==> src/rtl/ssram_ctrl_pkg.sv <==
// ssram_ctrl_pkg
// Shared types and constants for the synchronous-burst SRAM controller:
//   state_t   - controller FSM states
//   DATA_W    - SRAM data width (four 9-bit byte lanes)
//   ADDR_W    - SRAM word address width
//   BURST_LEN - beats in a linear burst
//   beats_for - beat-counter load value for a command (remaining beats - 1)
package ssram_ctrl_pkg;

    localparam int DATA_W    = 36;
    localparam int ADDR_W    = 19;
    localparam int BURST_LEN = 4;
    localparam int BEAT_W    = $clog2(BURST_LEN);

    typedef enum logic [2:0] {
        IDLE,
        RD,
        RD_TAIL,
        WR,
        SLEEP,
        WAKE
    } state_t;

    typedef logic [BEAT_W-1:0] beat_t;

    function automatic beat_t beats_for(input logic burst4);
        return burst4 ? beat_t'(BURST_LEN - 1) : '0;
    endfunction

endpackage

==> src/rtl/ssram_zz_timer.sv <==
// ssram_zz_timer
// Idle-time and wake-recovery sequencing for the SRAM ZZ (sleep) pin.
//   CLK, RST   - clock, synchronous active-high reset
//   state      - current controller state
//   req        - host command request
//   sleep_go   - IDLE -> SLEEP this cycle (IDLE_ZZ idle cycles reached)
//   wake_go    - SLEEP -> WAKE this cycle (request seen while asleep)
//   wake_done  - WAKE -> IDLE this cycle (recovery time elapsed)
//   zz         - registered ZZ pin
// IDLE_ZZ = 0 disables sleep entry entirely.
module ssram_zz_timer
    import ssram_ctrl_pkg::*;
#(
    parameter int IDLE_ZZ     = 64,
    parameter int ZZ_RECOVERY = 2
) (
    input  logic   CLK,
    input  logic   RST,
    input  state_t state,
    input  logic   req,
    output logic   sleep_go,
    output logic   wake_go,
    output logic   wake_done,
    output logic   zz
);

    localparam int IC_W = (IDLE_ZZ > 1) ? $clog2(IDLE_ZZ) : 1;
    localparam int RC_W = (ZZ_RECOVERY > 0) ? $clog2(ZZ_RECOVERY + 1) : 1;
    localparam logic [IC_W-1:0] IDLE_LAST = IC_W'((IDLE_ZZ > 0) ? IDLE_ZZ - 1 : 0);
    localparam logic [RC_W-1:0] REC_LOAD  = RC_W'(ZZ_RECOVERY);

    logic [IC_W-1:0] idle_cnt;
    logic [RC_W-1:0] rec_cnt;

    // Sleep is decided on the cycle that would make the count reach IDLE_ZZ,
    // so ZZ rises in the cycle right after the IDLE_ZZ-th idle cycle.
    always_comb begin
        sleep_go  = (IDLE_ZZ != 0) && (state == IDLE) && !req && (idle_cnt == IDLE_LAST);
        wake_go   = (state == SLEEP) && req;
        wake_done = (state == WAKE) && (rec_cnt <= RC_W'(1));
    end

    always_ff @(posedge CLK) begin
        if (RST) begin
            idle_cnt <= '0;
            rec_cnt  <= '0;
            zz       <= 1'b0;
        end else begin
            if ((state == IDLE) && !req && !sleep_go) begin
                idle_cnt <= idle_cnt + 1'b1;
            end else begin
                idle_cnt <= '0;
            end

            if (wake_go) begin
                rec_cnt <= REC_LOAD;
            end else if ((state == WAKE) && (rec_cnt != '0)) begin
                rec_cnt <= rec_cnt - 1'b1;
            end

            if (sleep_go) begin
                zz <= 1'b1;
            end else if (wake_go) begin
                zz <= 1'b0;
            end
        end
    end

endmodule

==> src/rtl/ssram_burst_ctrl.sv <==
// ssram_burst_ctrl
// Host-side command controller for a pipelined synchronous-burst SRAM
// (ADSC-started, ADV-advanced, linear burst order, SRAM does the wrap).
// Host side:
//   req/we/addr/burst4/be - command, held until ack
//   wdata/wd_pop          - show-ahead write beat, popped when wd_pop is high
//   ack/busy              - accept pulse, not-idle flag
//   rdata/rdata_valid/rbeat - registered read beat, qualifier, word index
// SRAM side:
//   ADDR, ADSC_N, ADV_N, OE_N, BWE_N, BWa_N..BWd_N, CE1_N, ZZ - registered
//   GW_N, ADSP_N, CE2, CE3_N, MODE - tied off (linear burst, ADSC only)
//   dq_out/dq_oe/dq_in    - split data bus for an external tristate
module ssram_burst_ctrl
    import ssram_ctrl_pkg::*;
#(
    parameter int IDLE_ZZ     = 64,
    parameter int ZZ_RECOVERY = 2
) (
    input  logic              CLK,
    input  logic              RST,
    input  logic              req,
    input  logic              we,
    input  logic [ADDR_W-1:0] addr,
    input  logic              burst4,
    input  logic [3:0]        be,
    input  logic [DATA_W-1:0] wdata,
    output logic              ack,
    output logic              busy,
    output logic              wd_pop,
    output logic [DATA_W-1:0] rdata,
    output logic              rdata_valid,
    output logic [1:0]        rbeat,
    output logic [ADDR_W-1:0] ADDR,
    output logic              ADSC_N,
    output logic              ADV_N,
    output logic              OE_N,
    output logic              BWE_N,
    output logic              BWa_N,
    output logic              BWb_N,
    output logic              BWc_N,
    output logic              BWd_N,
    output logic              CE1_N,
    output logic              ZZ,
    output logic              GW_N,
    output logic              ADSP_N,
    output logic              CE2,
    output logic              CE3_N,
    output logic              MODE,
    output logic [DATA_W-1:0] dq_out,
    output logic              dq_oe,
    input  logic [DATA_W-1:0] dq_in
);

    state_t      state;
    beat_t       beat_cnt;
    logic [3:0]  bw_n;
    logic        rd_cap;
    logic [1:0]  rd_word;
    logic        sleep_go;
    logic        wake_go;
    logic        wake_done;

    assign GW_N   = 1'b1;
    assign ADSP_N = 1'b1;
    assign CE2    = 1'b1;
    assign CE3_N  = 1'b0;
    assign MODE   = 1'b0;

    assign BWa_N = bw_n[0];
    assign BWb_N = bw_n[1];
    assign BWc_N = bw_n[2];
    assign BWd_N = bw_n[3];

    // wdata is show-ahead and the beat on it is consumed in the same cycle
    // wd_pop is high, so it is passed straight to the bus; dq_oe gates it.
    assign dq_out = wdata;

    ssram_zz_timer #(
        .IDLE_ZZ     (IDLE_ZZ),
        .ZZ_RECOVERY (ZZ_RECOVERY)
    ) u_zz_timer (
        .CLK       (CLK),
        .RST       (RST),
        .state     (state),
        .req       (req),
        .sleep_go  (sleep_go),
        .wake_go   (wake_go),
        .wake_done (wake_done),
        .zz        (ZZ)
    );

    always_ff @(posedge CLK) begin
        if (RST) begin
            state       <= IDLE;
            beat_cnt    <= '0;
            ack         <= 1'b0;
            busy        <= 1'b0;
            wd_pop      <= 1'b0;
            ADDR        <= '0;
            ADSC_N      <= 1'b1;
            ADV_N       <= 1'b1;
            OE_N        <= 1'b1;
            BWE_N       <= 1'b1;
            bw_n        <= '1;
            CE1_N       <= 1'b1;
            dq_oe       <= 1'b0;
            rd_cap      <= 1'b0;
            rd_word     <= '0;
            rdata       <= '0;
            rdata_valid <= 1'b0;
            rbeat       <= '0;
        end else begin
            ack <= 1'b0;

            // Each RD cycle issues one SRAM access whose data is on dq_in
            // one cycle later; rd_cap marks that capture cycle.
            rd_cap      <= (state == RD);
            rdata_valid <= rd_cap;
            if (rd_cap) begin
                rdata   <= dq_in;
                rbeat   <= rd_word;
                rd_word <= rd_word + 1'b1;
            end

            case (state)
                IDLE: begin
                    if (req) begin
                        state    <= we ? WR : RD;
                        ack      <= 1'b1;
                        busy     <= 1'b1;
                        ADDR     <= addr;
                        ADSC_N   <= 1'b0;
                        CE1_N    <= 1'b0;
                        beat_cnt <= beats_for(burst4);
                        if (we) begin
                            OE_N   <= 1'b1;
                            BWE_N  <= 1'b0;
                            bw_n   <= ~be;
                            dq_oe  <= 1'b1;
                            wd_pop <= 1'b1;
                        end else begin
                            OE_N    <= 1'b0;
                            // Overrides the capture increment above: the last
                            // beat of the previous read has already taken it.
                            rd_word <= addr[1:0];
                        end
                    end else if (sleep_go) begin
                        state <= SLEEP;
                        busy  <= 1'b1;
                    end
                end

                RD: begin
                    ADSC_N <= 1'b1;
                    if (beat_cnt != '0) begin
                        ADV_N    <= 1'b0;
                        beat_cnt <= beat_cnt - 1'b1;
                    end else begin
                        ADV_N <= 1'b1;
                        state <= RD_TAIL;
                    end
                end

                RD_TAIL: begin
                    OE_N  <= 1'b1;
                    CE1_N <= 1'b1;
                    busy  <= 1'b0;
                    state <= IDLE;
                end

                WR: begin
                    ADSC_N <= 1'b1;
                    if (beat_cnt != '0) begin
                        ADV_N    <= 1'b0;
                        beat_cnt <= beat_cnt - 1'b1;
                    end else begin
                        ADV_N  <= 1'b1;
                        BWE_N  <= 1'b1;
                        bw_n   <= '1;
                        dq_oe  <= 1'b0;
                        wd_pop <= 1'b0;
                        CE1_N  <= 1'b1;
                        busy   <= 1'b0;
                        state  <= IDLE;
                    end
                end

                SLEEP: begin
                    if (wake_go) begin
                        state <= WAKE;
                    end
                end

                WAKE: begin
                    if (wake_done) begin
                        state <= IDLE;
                        busy  <= 1'b0;
                    end
                end

                default: begin
                    state <= IDLE;
                end
            endcase
        end
    end

endmodule

==> config.mk <==
export PLATFORM = sky130hd
export DESIGN_NAME = ssram_burst_ctrl
export DESIGN_NICKNAME = d
export VERILOG_FILES = /design/src/rtl/ssram_ctrl_pkg.sv /design/src/rtl/ssram_zz_timer.sv /design/src/rtl/ssram_burst_ctrl.sv
export SDC_FILE = /design/constraint.sdc
export NUM_CORES = 1
export LEC_CHECK = 0
export ABC_AREA = 1
export BUFFER_PORTS_ARGS = -buffer_cell sky130_fd_sc_hd__buf_2
export CAP_MARGIN = 20
export CORE_UTILIZATION = 44
export CTS_BUF_LIST = sky130_fd_sc_hd__clkbuf_16
export CTS_CLUSTER_DIAMETER = 120
export DETAILED_ROUTE_END_ITERATION = 10
export HOLD_SLACK_MARGIN = 0.15
export PLACE_DENSITY = 0.8
export SLEW_MARGIN = 20
export SYNTH_ARGS = -nofsm -noshare
export SYNTH_HDL_FRONTEND = slang
export SYNTH_SLANG_ARGS = --single-unit
==> constraint.sdc <==
create_clock -name CLK -period 1.7 [get_ports CLK]
set_input_delay 0.34 -clock CLK [delete_from_list [all_inputs] [get_ports CLK]]
set_output_delay 0.34 -clock CLK [all_outputs]
set_load 0.05 [all_outputs]
### Word level (Yosys, flattened, before mapping)

Cells that the tools add are included.

* flip-flop bits (word level): 87
* input port bits: 100
* logic and storage cells: 117
* output and inout bits: 113

* add/subtract/negate cells: 4
* reduce and logical (&&, ||, !) cells: 30
* multiplexer cells: 44
* equal/unequal tests: 14
* bitwise operators: 3
* magnitude comparators: 1

Operators with widths (number)
* two-way mux 2 bit: 10
* two-way mux 3 bit: 6
* two-way mux 1 bit: 16
* one-hot mux 3 bit (5 select lines): 1
* nonzero test 2 bit: 7
* two-way mux 4 bit: 3
* != test 2 bit (second input constant): 4
* one-hot mux 1 bit (2 select lines): 4
* one-hot mux 4 bit (2 select lines): 1
* AND reduction 4 bit: 2
* OR reduction 2 bit: 4
* adder 6 x 1 -> 6 bit (second input constant): 1
* == test 3 x 2 -> 1 bit (second input constant): 2
* == test 3 bit (second input constant): 2
* == test 6 bit (second input constant): 1
* logical AND 1 bit: 6
* != test 2 x 1 -> 1 bit (second input constant): 3
* AND reduction 2 bit: 3
* AND reduction 3 bit: 2
* AND reduction 5 bit: 1
* NOT 4 bit: 1
* one-hot mux 1 bit (4 select lines): 1
* one-hot mux 2 bit (2 select lines): 1
* nonzero test 4 bit: 1
* 10 further kinds: 13

### Longest topological paths before layout

Gate-level depths: netlist of the first run.

* depth in word-level cells: 7
* gate-level depth with buffers: 10
* gate-level depth less buffers: 10

### By module

From an unflattened synthesis of the first run, not the netlist that was laid out.

* cell total of the unflattened synthesis: 491
* area, all modules: 3768.6 µm²

Modules (own cells, without submodules)
* ssram_burst_ctrl: times used 1, cells each 433, area each 3319.4 µm², sequential area each 1561.5 µm²
* ssram_zz_timer: times used 1, cells each 58, area each 449.2 µm², sequential area each 180.2 µm²

### Worst setup path after synthesis of the first run

No wires, ideal clock.

* path type: register to register
* start: register state[2]
* end: register beat_cnt[1]
* data required time: 1.584 ns
* stages on the path, launching flop included: 9
* data arrival time: 1.180 ns
* slack: 0.404 ns
* library setup time: 0.116 ns
* period minus slack after synthesis: 1.296 ns
* buffers on the path: 1
* path through: dfxtp_1 inv_2 nand2_4 nor2_2 buf_6 o21ai_4 inv_1 nor2_1 nor2_1

* cells in the longest elaborated chain, start to end: 4
* elaborated cells on any way between the ends: 9
* classes of those cells: eq/ne (4); mux (1); reduce/logical (4)

RTL lines
* start: declaration: RTL line ssram_burst_ctrl.sv:54 `state_t state;`
* start signal: assignment: RTL line ssram_burst_ctrl.sv:128 `state <= we ? WR : RD;`
* == test 3 x 1 -> 1 bit / == test 3 x 2 -> 1 bit (equally long branches): RTL line ssram_burst_ctrl.sv:125 `case (state)`
* OR reduction 2 bit (no source line)
* != test 2 x 1 -> 1 bit (no source line) / nonzero test 2 bit (equally long branches)
* AND reduction 3 bit (no source line)
* end signal: assignment: RTL line ssram_burst_ctrl.sv:134 `beat_cnt <= beats_for(burst4);`
* end signal: assignment: RTL line ssram_burst_ctrl.sv:157 `beat_cnt <= beat_cnt - 1'b1;`
* end signal: assignment: RTL line ssram_burst_ctrl.sv:175 `beat_cnt <= beat_cnt - 1'b1;`
* end: declaration: RTL line ssram_burst_ctrl.sv:55 `beat_t beat_cnt;`

Parallel ways exist; a longest one is shown, timed or not.
A chain may end at the register's enable or synchronous reset.

### Final worst setup path of the first run

Ends and elaborated chain as after synthesis.

==> flow_summary.json, run 1 <==
{
  "cts_tree": "yes",
  "netlist.area_leader.share_pct": 47.3,
  "end_kind": "register",
  "worstMarginPinSlew_ns": 0.504,
  "vias": 3316,
  "initial_core_util_pct": 46.6,
  "drv_cap": 0,
  "critical-path-slowest-cell": "dfxtp_1",
  "max_freq_mhz": 650,
  "die_area_mm2": 0.00873,
  "setup_ws_ns": 0.162,
  "wl_met1_mm": 3.47,
  "grt_pass1_vias": 3155,
  "grt_first_pass_wirelength_mm": 14.0,
  "cts_buffers": 9,
  "required_ns": 1.93,
  "rsz0062_at_grt": "false",
  "wirelength_mm": 8.94,
  "routed.top_layer": "met4",
  "path_max_fanout": 20,
  "cts_buffer_depth": 2,
  "peakVddDrop_mv": 0.881,
  "clkSinkCount": 87,
  "syn_area_per_cell_um2": 7.58,
  "cp.arrival_ns": 1.77,
  "leakage_uw": 0.00230,
  "drc": 0,
  "ant_nets": 0,
  "skew_ns": 0.00941,
  "slowest_delay_ns": 0.57,
  "tns_ns": 0,
  "status": "complete, no violations",
  "clk-insertion-delay-late_ns": 0.34,
  "p_total_uw": 8740,
  "ys_seq_elements": 87,
  "wl_met3_um": 870,
  "num_rows": 32,
  "grt_max_degree": 50,
  "core_area_mm2": 0.00789,
  "cts-root-buf": "clkbuf_16",
  "hold_slack_ns": 0.225,
  "globalplace.congestion": 0.930,
  "cts_resized": 0,
  "drt_iter0_markers": 124,
  "postCtsSetupRepairBufs": 0,
  "htree_levels": 3,
  "dr.pass1.iters": 5,
  "fin_util_pct": 56.7,
  "mostFrequentLayoutCell": "nor2_1",
  "diodes": 0,
  "slew_viol_final": 0,
  "grt.overflow.total": 0,
  "chipWidth_um": 93.4,
  "drive_above_1_share_pct": 30.3,
  "wl_per_cell_um": 13.0,
  "reg2reg_slack_ns": 0.16,
  "syn_area_mm2": 0.00368,
  "ys_seq_area_share_pct": 47.3,
  "antenna_found_initial": 0,
  "path_cells": "inv_2 -> nand2_4 -> nor2_2 -> buf_4 -> o21ai_4 -> inv_1 -> nor2_1 -> nor2_1",
  "ys_warn_count": 0,
  "synth_cell_types": 29,
  "crit_top_cell": "nor2_1",
  "ios": 213,
  "place.port_buffers": 135,
  "routed-wl-met2_mm": 4.50,
  "min_period_over_period_pct": 90.5,
  "setup_viol": 0,
  "hold_viol": 0,
  "grt.total_usage_pct": 20.3,
  "netlist_instances": 485,
  "yosys.area.top_type": "dfxtp_1",
  "cts_hold_buf": 0,
  "die_y_um": 93.4,
  "synthTopCellsByArea": "dfxtp_1 (47%), nor2_1 (14%), buf_4 (8.8%), o21ai_0 (8.4%), nand2_1 (4.6%)",
  "dp_hpwl_mm": 6.58,
  "final_cell_mix": "nor2_1 (137), buf_2 (135), dfxtp_1 (87), o21ai_0 (62), nand2_1 (45)",
  "layout.nets": 683,
  "path_class": "register to register",
  "period_minus_slack_ns": 1.54,
  "critPathLaunchType": "register",
  "place_ws_ns": 0.209,
  "timing.max_slew.rel_slack_pct": 66.4,
  "via_per_inst": 4.83,
  "areaGrowthSynthToFinish_pct": 21.5,
  "hp-class": "primary input to register",
  "clk_pin_slew_ns": 0.07,
  "powerDensity_mw_per_mm2": 1950
}
==> synth_stat cells, drive strengths merged <==
master / instances
dfxtp: 87
a22oi: 1
clkbuf: 13
xnor2: 2
o21ai: 67
nand4: 1
conb: 2
nor2: 142
inv: 28
ha: 4
nor3: 3
buf: 50
nand2: 50
a21oi: 9
nand3: 22
a31oi: 1
xor2: 3
==> power by group <==
part | switching [uW] | total [uW] | leakage (uW) | internal (uW)
Combinational | 2890 | 3840 | 0.00144 | 943
Clock | 853 | 2010 | 0.000147 | 1160
Sequential | 315 | 2890 | 0.000713 | 2580
Total | 4060 | 8740 | 0.00230 | 4680
==> per-layer routing <==
metal  track usage (%)  up-vias
met5                 0        -
met4              7.82        0
met3              5.04       10
met2              37.8      158
met1              21.7     1480
li1                  -     1668
==> stage by stage <==
stage          std cells  area (um2)
2_1_floorplan        488        3690
3_3_place_gp         670        4160
3_5_place_dp         670        4160
4_1_cts              686        4470
5_1_grt              686        4470
6_report             686        4470
==> flip-flops by register name, summed over array words and instances (netlist names) <==
register	flops
CE1_N	1
u_zz_timer.zz	1
BWE_N	1
rbeat	2
ADSC_N	1
OE_N	1
dq_oe	1
ack	1
ADV_N	1
busy	1
u_zz_timer.idle_cnt	6
state	3
rd_word	2
bw_n	4
rdata_valid	1
beat_cnt	2
u_zz_timer.rec_cnt	2
rdata	36
rd_cap	1
ADDR	19
==> worst max-delay path: cells and delay by family, from the launching register on <==
kind	cells	cell delay, ns
AOI/OAI and AO/OA	1	0.15
DFF	1	0.57
buffers and inverters	3	0.41
and+or+nand+nor	4	0.32
==> path summary, 6_finish.rpt <==
path                                             start                endpoint  cells after the start
worst max-delay path                          state[2]             beat_cnt[1]                      8
worst min-delay path                          addr[14]                ADDR[14]                      3
worst max register to register                state[2]             beat_cnt[1]                      8
worst min register to register  u_zz_timer.idle_cnt[0]  u_zz_timer.idle_cnt[0]                      1
==> area by class of cell <==
| class | instances | area (um2) |
|---|---|---|
| Tap cell | 102 | 128 |
| Clock buffer | 9 | 225 |
| Fill cell | 730 | 3420 |
| Timing Repair Buffer | 143 | 761 |
| Sequential cell | 87 | 1740 |
| Clock inverter | 7 | 81.3 |
| Inverter | 28 | 105 |
| Multi-Input combinational cell | 310 | 1430 |
==> logic make-up (layout without fill, tap and decap cells) <==
family | count (synthesis) | in the layout | synth area share [%]
buffers and inverters | 91 | 187 | 14.1
adder cells (fa/ha/maj) | 4 | 4 | 1.36
AND/OR/NAND/NOR | 218 | 218 | 24.8
other | 2 | 5 | 0.204
flip-flops | 87 | 87 | 47.3
XOR/XNOR | 5 | 5 | 1.19
AO/OA/AOI/OAI | 78 | 78 | 11.0
Power figures use the tool's default switching activity.
==> run 2, diff against run 1 <==
Settings changed: CORE_UTILIZATION 44 to 40, PLACE_DENSITY 0.8 to 0.77.
Clock period 1.7 ns to 1.33 ns, I/O delays scaled along.
==> run 2 against run 1 <==
Cell area up 8.0%. Die area up 9.8%. The run now ends with DRC, setup timing left. Sequential cell count unchanged. Clock-buffer cell count unchanged. Via count up 3.8%. Global-route usage down 2.3 points.
==> flow_summary.json, run 2 (synthesis results as in run 1) <==
{
  "clk_pin_slew_ns": 0.07,
  "path_class": "register to register",
  "status": "finished with violations",
  "grt_first_pass_wirelength_mm": 14.1,
  "die_area_mm2": 0.00958,
  "grt.overflow.total": 0,
  "place.port_buffers": 135,
  "period_minus_slack_ns": 1.33,
  "cts-root-buf": "clkbuf_16",
  "instances_no_fill": 712,
  "required_ns": 1.56,
  "min_period_over_period_pct": 100,
  "largest-register": "rdata",
  "ios": 213,
  "slew_viol_final": 0,
  "vias": 3442,
  "leakage_uw": 0.00244,
  "layout.nets": 703,
  "cts_buffers": 9,
  "skew_ns": 0.00767,
  "regArea_mm2": 0.00175,
  "fin_area_mm2": 0.00483,
  "path_max_fanout": 6,
  "grt_pass1_vias": 3188,
  "core_area_mm2": 0.00881,
  "multi_input_area_mm2": 0.00150,
  "peakVddDrop_mv": 1.23,
  "drv_cap": 0,
  "cts_tree": "yes",
  "rsz0062_at_grt": "true",
  "clk-insertion-delay-late_ns": 0.33,
  "htree_levels": 3,
  "globalplace.congestion": 0.850,
  "p_total_uw": 12200,
  "hold_slack_ns": 0.155,
  "whs_path_depth": 3,
  "critPathLaunchType": "register",
  "mostFrequentLayoutCell": "buf_2",
  "diodes": 0,
  "wirelength_mm": 9.13,
  "clkSinkCount": 87,
  "tns_ns": -0.00112,
  "powerDensity_mw_per_mm2": 2520,
  "initial_core_util_pct": 41.8,
  "setup_viol": 1,
  "via_per_inst": 4.83,
  "max_freq_mhz": 751,
  "cp.arrival_ns": 1.56,
  "end_kind": "register",
  "antenna_found_initial": 0,
  "top_regs": "rdata: 36 flops, ADDR: 19 flops, u_zz_timer.idle_cnt: 6 flops",
  "violations": "DRC, setup timing",
  "drt_iter0_markers": 129,
  "ant_nets": 0,
  "largest_register_ffs": 36,
  "drc": 20,
  "place_area_mm2": 0.00425,
  "wl_per_cell_um": 12.8,
  "drive_above_1_share_pct": 34.4,
  "cts_buffer_depth": 2,
  "dp_hpwl_mm": 6.05,
  "chipWidth_um": 97.9,
  "hp-class": "primary input to register",
  "areaGrowthSynthToFinish_pct": 31.3,
  "placed_cells_incl_taps": 683,
  "final_cell_mix": "buf_2 (135), nor2_1 (133), dfxtp_1 (81), o21ai_0 (59), nand2_1 (45)",
  "num_rows": 34,
  "grt_max_degree": 38,
  "grt.total_usage_pct": 18.0,
  "reg2reg_depth": 8,
  "die_y_um": 97.9,
  "setup_ws_ns": -0.00112,
  "dr.pass1.iters": 8,
  "hold_viol": 0,
  "n_fill_cell": 815
}
run 2: cell types whose count changed in the layout (fill, tap and decap cells not counted), sizes merged:
cell	delta
buf	+10
bufinv	+2
clkinv	-3
dlygate4sd3	+10
inv	+1
run 2: path summary, 6_finish.rpt:
path | end | from | slack, ns
hold / removal | rdata[19] | dq_in[19] | 0.16
setup / recovery | state[0] | state[0] | -0.001
hold reg to reg | u_zz_timer.idle_cnt[0] | u_zz_timer.idle_cnt[0] | 0.41
setup reg to reg | state[0] | state[0] | -0.001
run 2: through the flow:
| stage | utilization (%) | setup WS [ns] |
|---|---|---|
| 2_1_floorplan | - | 0.0344 |
| 3_3_place_gp | 48.3 | -0.0520 |
| 3_5_place_dp | 48.3 | -0.139 |
| 4_1_cts | 53.6 | 0.00796 |
| 5_1_grt | 54.8 | -0.104 |
| 6_report | 54.8 | -0.00112 |
run 2: report_power, final:
part           switching [uW]  total, uW  internal (uW)
sequential                434       3760           3330
clock                    1080       2950           1860
combinational            3940       5450           1510
total                    5460      12200           6700
run 2: layer usage:
layer | vias up | global-route usage, % | routed length, um
li1 | 1709 | - | -
met1 | 1565 | 19.7 | 3650
met2 | 155 | 33.3 | 4680
met3 | 13 | 4.94 | 676
met4 | 0 | 5.94 | 123
met5 | - | 0 | 0
run 2: worst max-delay path: stages (launching register included):
cell and delay, ns:
dfxtp_4 0.38, nor2_4 0.15, nand2_4 0.09, nor2_2 0.23, nand2_4 0.11, nand2_1 0.08, nor2_1 0.05, nor2_1 0.10
nor2_1 0.06
run 2: timing repair:
item | in CTS | in global routing
buffers inserted | 0 | 3
hold buffers | 10 | 0
endpoints found under the setup margin | 34 | 39
pin swaps | 2 | 2
gates resized for setup | 7 | 30
endpoints found under the hold margin | 10 | 0
run 2: area by class of cell:
cell class                 count  area share [%]
clock inverter                 7            2.62
tap                          108            2.80
multi-input combinational    310            31.1
sequential                    87            36.3
inverter                      28            2.33
timing repair buffer         163            20.1
clock buffer                   9            4.66
==> run 3, diff against run 2 <==
Settings changed: CELL_PAD_IN_SITES_DETAIL_PLACEMENT set to 0, CELL_PAD_IN_SITES_GLOBAL_PLACEMENT set to 1, CORE_UTILIZATION 40 to 27, PLACE_DENSITY 0.77 to not set, PLACE_DENSITY_LB_ADDON set to 0.1.
==> run 3 against run 2 <==
Clock-buffer cell count did not move. Cell area rose by 8.0%. Critical path depth rose by 2. Global-route usage fell by 3.3 points. Hold slack improved by 0.0040 ns. Die area rose by 47%. Maximum frequency rose by 3.5%. Core utilization fell by 15 points. Sequential power fell by 3%. Largest cell class unchanged. Sequential cell count did not move. The flow now finishes without violations.
==> flow_summary.json, run 3 (synthesis results as in run 1) <==
{
  "diodes": 0,
  "tns_ns": 0,
  "top_regs": "rdata: 36 flops, ADDR: 19 flops, u_zz_timer.idle_cnt: 6 flops",
  "path_max_fanout": 5,
  "hp-class": "primary input to register",
  "powerDensity_mw_per_mm2": 2250,
  "cts_tree": "yes",
  "wl_per_cell_um": 12.5,
  "core_area_mm2": 0.0132,
  "power_frac_seq_pct": 31.2,
  "via_per_inst": 4.29,
  "final_cell_mix": "buf_2 (135), nor2_1 (131), dfxtp_1 (82), o21ai_0 (56), nand2_1 (45)",
  "hold_viol": 0,
  "end_kind": "register",
  "place.port_buffers": 135,
  "instances_no_fill": 822,
  "leakage_uw": 0.00257,
  "required_ns": 1.56,
  "hold_slack_ns": 0.159,
  "internal_power_uw": 6300,
  "antenna_found_initial": 0,
  "mostFrequentLayoutCell": "buf_2",
  "cts_buffer_depth": 2,
  "whs_path_depth": 3,
  "layout.nets": 745,
  "setup_viol": 0,
  "dp_hpwl_mm": 7.09,
  "num_rows": 42,
  "initial_core_util_pct": 27.8,
  "combPwrFrac_pct": 49.2,
  "rsz0062_at_grt": "true",
  "largest-register": "rdata",
  "status": "complete, no violations",
  "slew_viol_final": 0,
  "clkPwrFrac_pct": 19.6,
  "die_area_mm2": 0.0141,
  "cts-root-buf": "clkbuf_16",
  "cts_buffers": 9,
  "drive_above_1_share_pct": 33.9,
  "placed_cells_incl_taps": 761,
  "htree_levels": 3,
  "ios": 213,
  "clk_pin_slew_ns": 0.07,
  "grt_first_pass_wirelength_mm": 16.5,
  "grt.overflow.total": 0,
  "areaGrowthSynthToFinish_pct": 41.8,
  "cp.arrival_ns": 1.52,
  "drv_cap": 0,
  "peakVddDrop_mv": 0.825,
  "die_y_um": 119,
  "chipWidth_um": 119,
  "grt_max_degree": 51,
  "min_period_over_period_pct": 96.7,
  "wirelength_mm": 10.3,
  "clkSinkCount": 87,
  "period_minus_slack_ns": 1.29,
  "ant_nets": 0,
  "p_sw_share_pct": 46.4,
  "drc": 0,
  "clk-insertion-delay-late_ns": 0.34,
  "globalplace.congestion": 0.817,
  "fin_area_mm2": 0.00522,
  "grt.total_usage_pct": 14.7,
  "vias": 3528,
  "grt_pass1_vias": 3397,
  "largest_register_ffs": 36,
  "dr.pass1.iters": 6,
  "critPathLaunchType": "register",
  "skew_ns": 0.00573,
  "max_freq_mhz": 778,
  "p_sw_uw": 5450,
  "drt_iter0_markers": 121,
  "path_class": "register to register",
  "place_area_mm2": 0.00437,
  "reg2reg_depth": 10
}
==> run 3: power by group through the flow <==
stage	Combinational (uW)	Clock [uW]	Sequential [uW]
floorplan	2210	0	5650
global placement	5280	0	3680
detailed placement	5290	0	3680
CTS	5600	2380	3640
global route	6250	2490	3760
finish	5780	2300	3660
==> run 3: stage by stage <==
stage                     power, uW  utilization, %  setup slack [ns]
after detailed placement       8970            33.0           -0.0323
after CTS                     11600            38.6           0.00206
after global placement         8960            33.0           -0.0305
after global routing          12500            39.4           -0.0335
final                         11800            39.4            0.0439
after floorplan                7850               -            0.0344
==> run 3: final timing paths <==
kind | startpoint | slack (ns) | to
hold / removal | dq_in[31] | 0.16 | rdata[31]
setup / recovery | state[0] | 0.04 | beat_cnt[1]
hold reg to reg | ADDR[0] | 0.45 | ADDR[0]
setup reg to reg | state[0] | 0.04 | beat_cnt[1]
==> run 3: area by class of cell <==
type | count | area [um2]
clock buffer | 9 | 225
clock inverter | 7 | 42.5
fill | 1420 | 8030
inverter | 28 | 110
multi-input combinational | 310 | 1510
sequential | 87 | 1750
tap | 176 | 220
timing repair buffer | 205 | 1360
==> run 3: timing repair <==
| action | CTS | global route |
|---|---|---|
| pin swaps | 0 | 12 |
| setup endpoints to repair | 7 | 37 |
| hold endpoints to repair | 40 | 0 |
| hold buffers | 40 | 0 |
| buffers inserted | 4 | 1 |
| gates resized for setup | 7 | 36 |
==> run 3: per-layer routing <==
| metal | up-vias | track usage (%) | part of all wire (%) |
|---|---|---|---|
| li1 | 1796 | - | - |
| met1 | 1569 | 18.2 | 45 |
| met2 | 136 | 22.0 | 43 |
| met3 | 27 | 5.60 | 8.8 |
| met4 | 0 | 7.75 | 2.6 |
| met5 | - | 0 | 0 |
==> run 3: worst max-delay path, cell delays in order (launching register included) <==
cell     delay (ns)
dfxtp_2        0.36
buf_6          0.13
inv_6          0.05
nor2_8         0.15
inv_2          0.08
nor2_2         0.09
inv_2          0.05
o21ai_4        0.07
inv_1          0.07
nor2_1         0.09
nor2_1         0.05
